**src/rtl/uart_tx_sched.sv**
```systemverilog
// Round-robin transmit scheduler sharing one UART sender between two FIFO-buffered byte requesters.
// Define UART_TX_SCHED_TIMEOUT_EN to add a per-byte watchdog that abandons a stuck frame.
module uart_tx_sched #(
    parameter int unsigned FIFO_DEPTH     = 4,
    parameter logic [15:0] TIMEOUT_CYCLES = 16'd12000
) (
    input  logic       sysclk,
    input  logic       reset,
    input  logic       req0_valid,
    input  logic [7:0] req0_data,
    output logic       req0_ready,
    input  logic       req1_valid,
    input  logic [7:0] req1_data,
    output logic       req1_ready,
    output logic       tx_en,
    output logic [7:0] tx_data,
    input  logic       tx_status,
    output logic       grant_id,
    output logic       busy,
    output logic       err_timeout
);
    localparam int PTR_W = $clog2(FIFO_DEPTH);
    localparam int CNT_W = PTR_W + 1;
    localparam logic [CNT_W-1:0] CNT_FULL = CNT_W'(FIFO_DEPTH);

    localparam logic [1:0] ST_IDLE      = 2'd0;
    localparam logic [1:0] ST_LAUNCH    = 2'd1;
    localparam logic [1:0] ST_WAIT_DONE = 2'd2;

    logic [7:0]       mem_q    [2][FIFO_DEPTH];
    logic [7:0]       req_data [2];
    logic [1:0]       req_valid;
    logic [PTR_W-1:0] wptr_q [2];
    logic [PTR_W-1:0] wptr_d [2];
    logic [PTR_W-1:0] rptr_q [2];
    logic [PTR_W-1:0] rptr_d [2];
    logic [CNT_W-1:0] cnt_q  [2];
    logic [CNT_W-1:0] cnt_d  [2];
    logic [1:0]       push;
    logic [1:0]       pop;
    logic [1:0]       non_empty;
    logic             gnt;

    logic [1:0] state_q, state_d;
    logic       rr_last_q, rr_last_d;
    logic       tx_en_q, tx_en_d;
    logic [7:0] tx_data_q, tx_data_d;
    logic       grant_q, grant_d;
    logic       busy_q, busy_d;

    assign req_valid   = {req1_valid, req0_valid};
    assign req_data[0] = req0_data;
    assign req_data[1] = req1_data;

    // Ready looks only at the registered count, so a full FIFO refuses a push even while being popped.
    assign req0_ready = (cnt_q[0] != CNT_FULL);
    assign req1_ready = (cnt_q[1] != CNT_FULL);
    assign tx_en      = tx_en_q;
    assign tx_data    = tx_data_q;
    assign grant_id   = grant_q;
    assign busy       = busy_q;

`ifdef UART_TX_SCHED_TIMEOUT_EN
    logic [15:0] tmo_q, tmo_d;
    logic        err_q, err_d;
    assign err_timeout = err_q;
`else
    logic unused_timeout_cfg;
    assign unused_timeout_cfg = ^TIMEOUT_CYCLES;
    assign err_timeout        = 1'b0;
`endif

    always_comb begin
        for (int c = 0; c < 2; c++) begin
            push[c]      = req_valid[c] && (cnt_q[c] != CNT_FULL);
            non_empty[c] = (cnt_q[c] != '0);
        end
        // Round-robin only decides ties; a lone non-empty FIFO is always served.
        gnt       = (non_empty[0] && non_empty[1]) ? ~rr_last_q : non_empty[1];
        pop       = '0;
        state_d   = state_q;
        rr_last_d = rr_last_q;
        tx_en_d   = tx_en_q;
        tx_data_d = tx_data_q;
        grant_d   = grant_q;

        case (state_q)
            ST_IDLE: begin
                if (non_empty != 2'b00) begin
                    pop[gnt]  = 1'b1;
                    tx_data_d = mem_q[gnt][rptr_q[gnt]];
                    grant_d   = gnt;
                    tx_en_d   = 1'b1;
                    state_d   = ST_LAUNCH;
                end
            end
            ST_LAUNCH: begin
                if (tx_status) begin
                    state_d = ST_WAIT_DONE;
                end
            end
            ST_WAIT_DONE: begin
                if (!tx_status) begin
                    tx_en_d   = 1'b0;
                    rr_last_d = grant_q;
                    state_d   = ST_IDLE;
                end
            end
            default: begin
                tx_en_d = 1'b0;
                state_d = ST_IDLE;
            end
        endcase

`ifdef UART_TX_SCHED_TIMEOUT_EN
        err_d = 1'b0;
        tmo_d = tmo_q + 16'd1;
        if (state_q == ST_IDLE) begin
            tmo_d = '0;
        end else if (tmo_q == TIMEOUT_CYCLES - 16'd1) begin
            // The byte in flight is abandoned; the sender is never told.
            tmo_d     = '0;
            err_d     = 1'b1;
            tx_en_d   = 1'b0;
            rr_last_d = grant_q;
            state_d   = ST_IDLE;
        end
`endif

        busy_d = (state_d != ST_IDLE);
        for (int c = 0; c < 2; c++) begin
            wptr_d[c] = wptr_q[c] + PTR_W'(push[c]);
            rptr_d[c] = rptr_q[c] + PTR_W'(pop[c]);
            cnt_d[c]  = cnt_q[c] + CNT_W'(push[c]) - CNT_W'(pop[c]);
        end
    end

    always_ff @(posedge sysclk) begin
        for (int c = 0; c < 2; c++) begin
            if (push[c]) begin
                mem_q[c][wptr_q[c]] <= req_data[c];
            end
        end
    end

    always_ff @(posedge sysclk) begin
        if (reset) begin
            state_q   <= ST_IDLE;
            rr_last_q <= 1'b1;
            tx_en_q   <= 1'b0;
            tx_data_q <= 8'h00;
            grant_q   <= 1'b0;
            busy_q    <= 1'b0;
            for (int c = 0; c < 2; c++) begin
                wptr_q[c] <= '0;
                rptr_q[c] <= '0;
                cnt_q[c]  <= '0;
            end
        end else begin
            state_q   <= state_d;
            rr_last_q <= rr_last_d;
            tx_en_q   <= tx_en_d;
            tx_data_q <= tx_data_d;
            grant_q   <= grant_d;
            busy_q    <= busy_d;
            for (int c = 0; c < 2; c++) begin
                wptr_q[c] <= wptr_d[c];
                rptr_q[c] <= rptr_d[c];
                cnt_q[c]  <= cnt_d[c];
            end
        end
    end

`ifdef UART_TX_SCHED_TIMEOUT_EN
    always_ff @(posedge sysclk) begin
        if (reset) begin
            tmo_q <= '0;
            err_q <= 1'b0;
        end else begin
            tmo_q <= tmo_d;
            err_q <= err_d;
        end
    end
`endif

endmodule

```
**config.mk**
```make
export PLATFORM = sky130hd
export DESIGN_NAME = uart_tx_sched
export DESIGN_NICKNAME = d
export VERILOG_FILES = /design/src/rtl/uart_tx_sched.sv
export SDC_FILE = /design/constraint.sdc
export NUM_CORES = 1
export LEC_CHECK = 0
export BUFFER_PORTS_ARGS = -buffer_cell sky130_fd_sc_hd__buf_2
export CAP_MARGIN = 20
export CORE_MARGIN = 2
export CORE_UTILIZATION = 55
export CTS_CLUSTER_SIZE = 28
export DETAILED_ROUTE_END_ITERATION = 7
export PLACE_DENSITY = 0.77
export SETUP_SLACK_MARGIN = 0.2
export SYNTH_ARGS = -nofsm -noshare
export SYNTH_HDL_FRONTEND = slang
export SYNTH_SLANG_ARGS = --single-unit
export TNS_END_PERCENT = 5
```
**constraint.sdc**
```tcl
create_clock -name sysclk -period 5.4 [get_ports sysclk]
set_input_delay 0.54 -clock sysclk [delete_from_list [all_inputs] [get_ports sysclk]]
set_output_delay 0.54 -clock sysclk [all_outputs]
set_load 0.1 [all_outputs]
```
==> results.md <==
- Hold_sp: req1_data[0]
- Worst setup margin: 2.42 ns
- Synth area leader: edfxtp_1
- Ant diodes: 0
- Initial DRT Pass Iterations: 4
- Worst slew margin: 46.9%
- Fin. max-slew vios: 0
- Cell Rows: 29
- Critical path fanouts, max: 10
- Drt drc: 0
- Logic pwr share: 38.4%
- Fin nets: 301
- Final ANT Viol Nets: 0
- Predominant post-synthesis flop cell: edfxtp_1
- Min Tclk post-route: just under 3 ns
- Via count: between 1500 and 2000
- Clk buf depth: 2
- Avg Inst Size Synth: 15.7 um2
- Initial Util: roughly 58%
- Via density: 5.59
- Setup violations, final: 0
- Die width: between 80 and 90 um
- CP required: about 5.6 ns
- Asr flop ratio synth: 0%
- CP startpoint kind: flop
- # IOs: 35
- Final worst-path cycle share: 55.2%
- Power Density: 578 nW/um2
- Number of DRC markers in iteration 0: 131
- Synth Warn #: 0
- Reg2reg start: cnt_q[0][1]$_SDFF_PP0_
- CTS tree: done
- Min-Delay Path Class: primary input to flop
- P_leak: 1.48 nW
- CTS Hold Buffers Added: 0
- Place WS: 2.43 ns
- Met3 wire len: between 200 and 300 um
- Total global-route track usage: 18.2%
- Max Freq: 335 MHz
- Core area: roughly 6400 um2
- Fill cells: 459
- Vias in the first global route: 1996
- Endpoint class of the critical path: flop
- Yosys reg bits: just over 90
- Synth cell types: 36
- CTS resizes: 0
- Post-CTS Setup Bufs: 0
- Mapped cell area: 3700 um2
- Worst Setup SP: cnt_q[0][1]$_SDFF_PP0_
- Hpwl dp: approximately 4300 um
- Critical Path AT: 3.20 ns
- Total grt overflow: 0
- Layout Skew: 0.00833 ns
- Synth area leaders: edfxtp_1, dfxtp_1, mux4_2
- Clk pwr share: 20.3%
- Cells after Synth: 235
- RSZ-0062 raised after global routing: false
- Maxcap violations: 0
- Met1 WL: 2770 um
- TritonCTS buffer count: 9
- Slew @ Worst Pin: 0.794 ns
- CP Class: flop to flop
- Clk_lat worst skew: 0.34 ns
- Synthesis-to-finish area growth: 11.7%
- Setup TNS: 0 ns
- Register area share after synthesis: between 60% and 70%
- Top-area cell type share of the netlist area: between 50% and 60%
- Share of post-route cells with drive strength above 1: 28.9%
- Switching share of power: roughly two fifths
- Root Driver: clkbuf_8
- H-tree depth: 3
- Post-synth EDFFs: 64
- Initial antenna violation count: 0
- Max layer used: met4
- WL/cell: 17.2 um
- Gpl congestion: 0.759
- Met2 wire length: around 2900 um
- PortBufs: 33
- Clock transition at path regs: 0.08 ns
- Status: finished, final reports clean
- Die footprint: 7390 um2
- Largest net degree at the start of global routing: 29
- Max VDD drop: between 0.0003 and 0.0004 V
- Clk sinks: 92
- Global-route wire length before repair: between 9000 and 10000 um
- Sequential share of power: around 41%
- Drt total wl: approximately 6000 um
- Syn nets: 264
- Final hold violation count: 0
- Cell internal pwr: 1.45 mW
- Die Ht: approximately 86 um
- Psw: between 0.9 and 1 mW
power by group through the flow:
stage / Sequential [mW] / Clock [mW] / Combinational (mW)
floorplan: 1.18 / 0 / 0.603
global placement: 1.00 / 0 / 0.901
detailed placement: 1.01 / 0 / 0.914
CTS: 0.989 / 0.489 / 0.923
global route: 1.01 / 0.523 / 0.990
finish: 0.987 / 0.484 / 0.916
layer usage:
layer	track usage, %	vias up
li1	-	949
met1	25.3	962
met2	27.8	58
met3	5.10	9
met4	6.78	0
met5	0	-
critical path, cell delays in order (launching register included):
cell and delay [ns]:
dfxtp_1 0.38, o31ai_2 0.67, nand2_2 0.26, nor3_1 0.32, ha_1 0.19, inv_1 0.04, ha_1 0.21, fa_1 0.41
xnor2_1 0.18, xnor2_1 0.14, nor2_1 0.05
cells in the mapped netlist (all sizes together) (3+ instances only):
library cell	number
mux4	16
a311oi	8
xnor2	8
edfxtp	64
nor2	24
nor3	5
nor2b	7
buf	7
nand2	15
xor2	3
clkbuf	4
ha	6
nand3	8
nor3b	3
dfxtp	28
inv	8
final timing paths:
| kind | cells past startpoint | endpoint | slack (ns) |
|---|---|---|---|
| setup / recovery | 10 | cnt_q[0][5]$_SDFF_PP0_ | 2.42 |
| hold / removal | 1 | mem_q[1][8]$_DFFE_PP_ | 0.40 |
| setup reg to reg | 10 | cnt_q[0][5]$_SDFF_PP0_ | 2.42 |
| hold reg to reg | 2 | tx_en$_SDFFE_PP0P_ | 0.51 |
registers in the layout, indices dropped and copies added, names as in the netlist:
name	cells
tx_en	1
tx_data	8
rptr_q	4
rr_last_q	1
grant_id	1
wptr_q	4
cnt_q	6
state_q	2
busy	1
mem_q	64
cells by family (layout without fill, tap and decap cells):
group                    after synthesis  count (layout)  synth area share, %
flip-flops                            92              92                 67.2
AND/OR/NAND/NOR                       69              69                 9.07
AO/OA/AOI/OAI                         19              19                 5.42
buffers and inverters                 19              61                 2.78
multiplexers                          16              16                 9.75
XOR/XNOR                              11              11                 2.61
adder cells (fa/ha/maj)                8               8                 3.11
other                                  1               1                0.101
cell type report:
cell class | instances | area, um2 | share of cell area, %
Tap cell | 77 | 96.3 | 2.33
Timing Repair Buffer | 37 | 195 | 4.73
Multi-Input combinational cell | 124 | 1110 | 26.9
Inverter | 8 | 30.0 | 0.727
Sequential cell | 92 | 2480 | 60.1
Clock buffer | 9 | 124 | 3.00
Clock inverter | 7 | 91.3 | 2.21
through the flow:
stage          utilization (%)  total power, mW  hold WS [ns]  std cells  instance area [um2]
2_1_floorplan                -             1.78         0.528        235                 3700
3_3_place_gp              61.0             1.90         0.505        338                 3920
3_5_place_dp              61.0             1.92         0.496        338                 3920
4_1_cts                   64.3             2.40         0.391        354                 4130
5_1_grt                   64.3             2.52         0.391        354                 4130
6_report                  64.3             2.39         0.405        354                 4130
placed cells by master, fill, tap and decap left out, types with 2 or more instances in the layout:
cell type  count
xnor2_1        8
a311oi_2       8
mux4_2        16
clkbuf_8       9
buf_2         33
a21oi_1        2
xor2_1         3
o21ai_0        2
edfxtp_1      64
ha_1           6
fa_1           2
and3_1         2
nand2_1       14
or3_4          2
nor3_1         5
nor2b_1        7
buf_4          4
nand2b_1       2
inv_1          8
clkinv_4       2
bufinv_16      2
clkinv_2       2
dfxtp_1       28
nor2_1        24
nor3b_1        3
nand3_1        8
(Power assumes the default switching activity.)
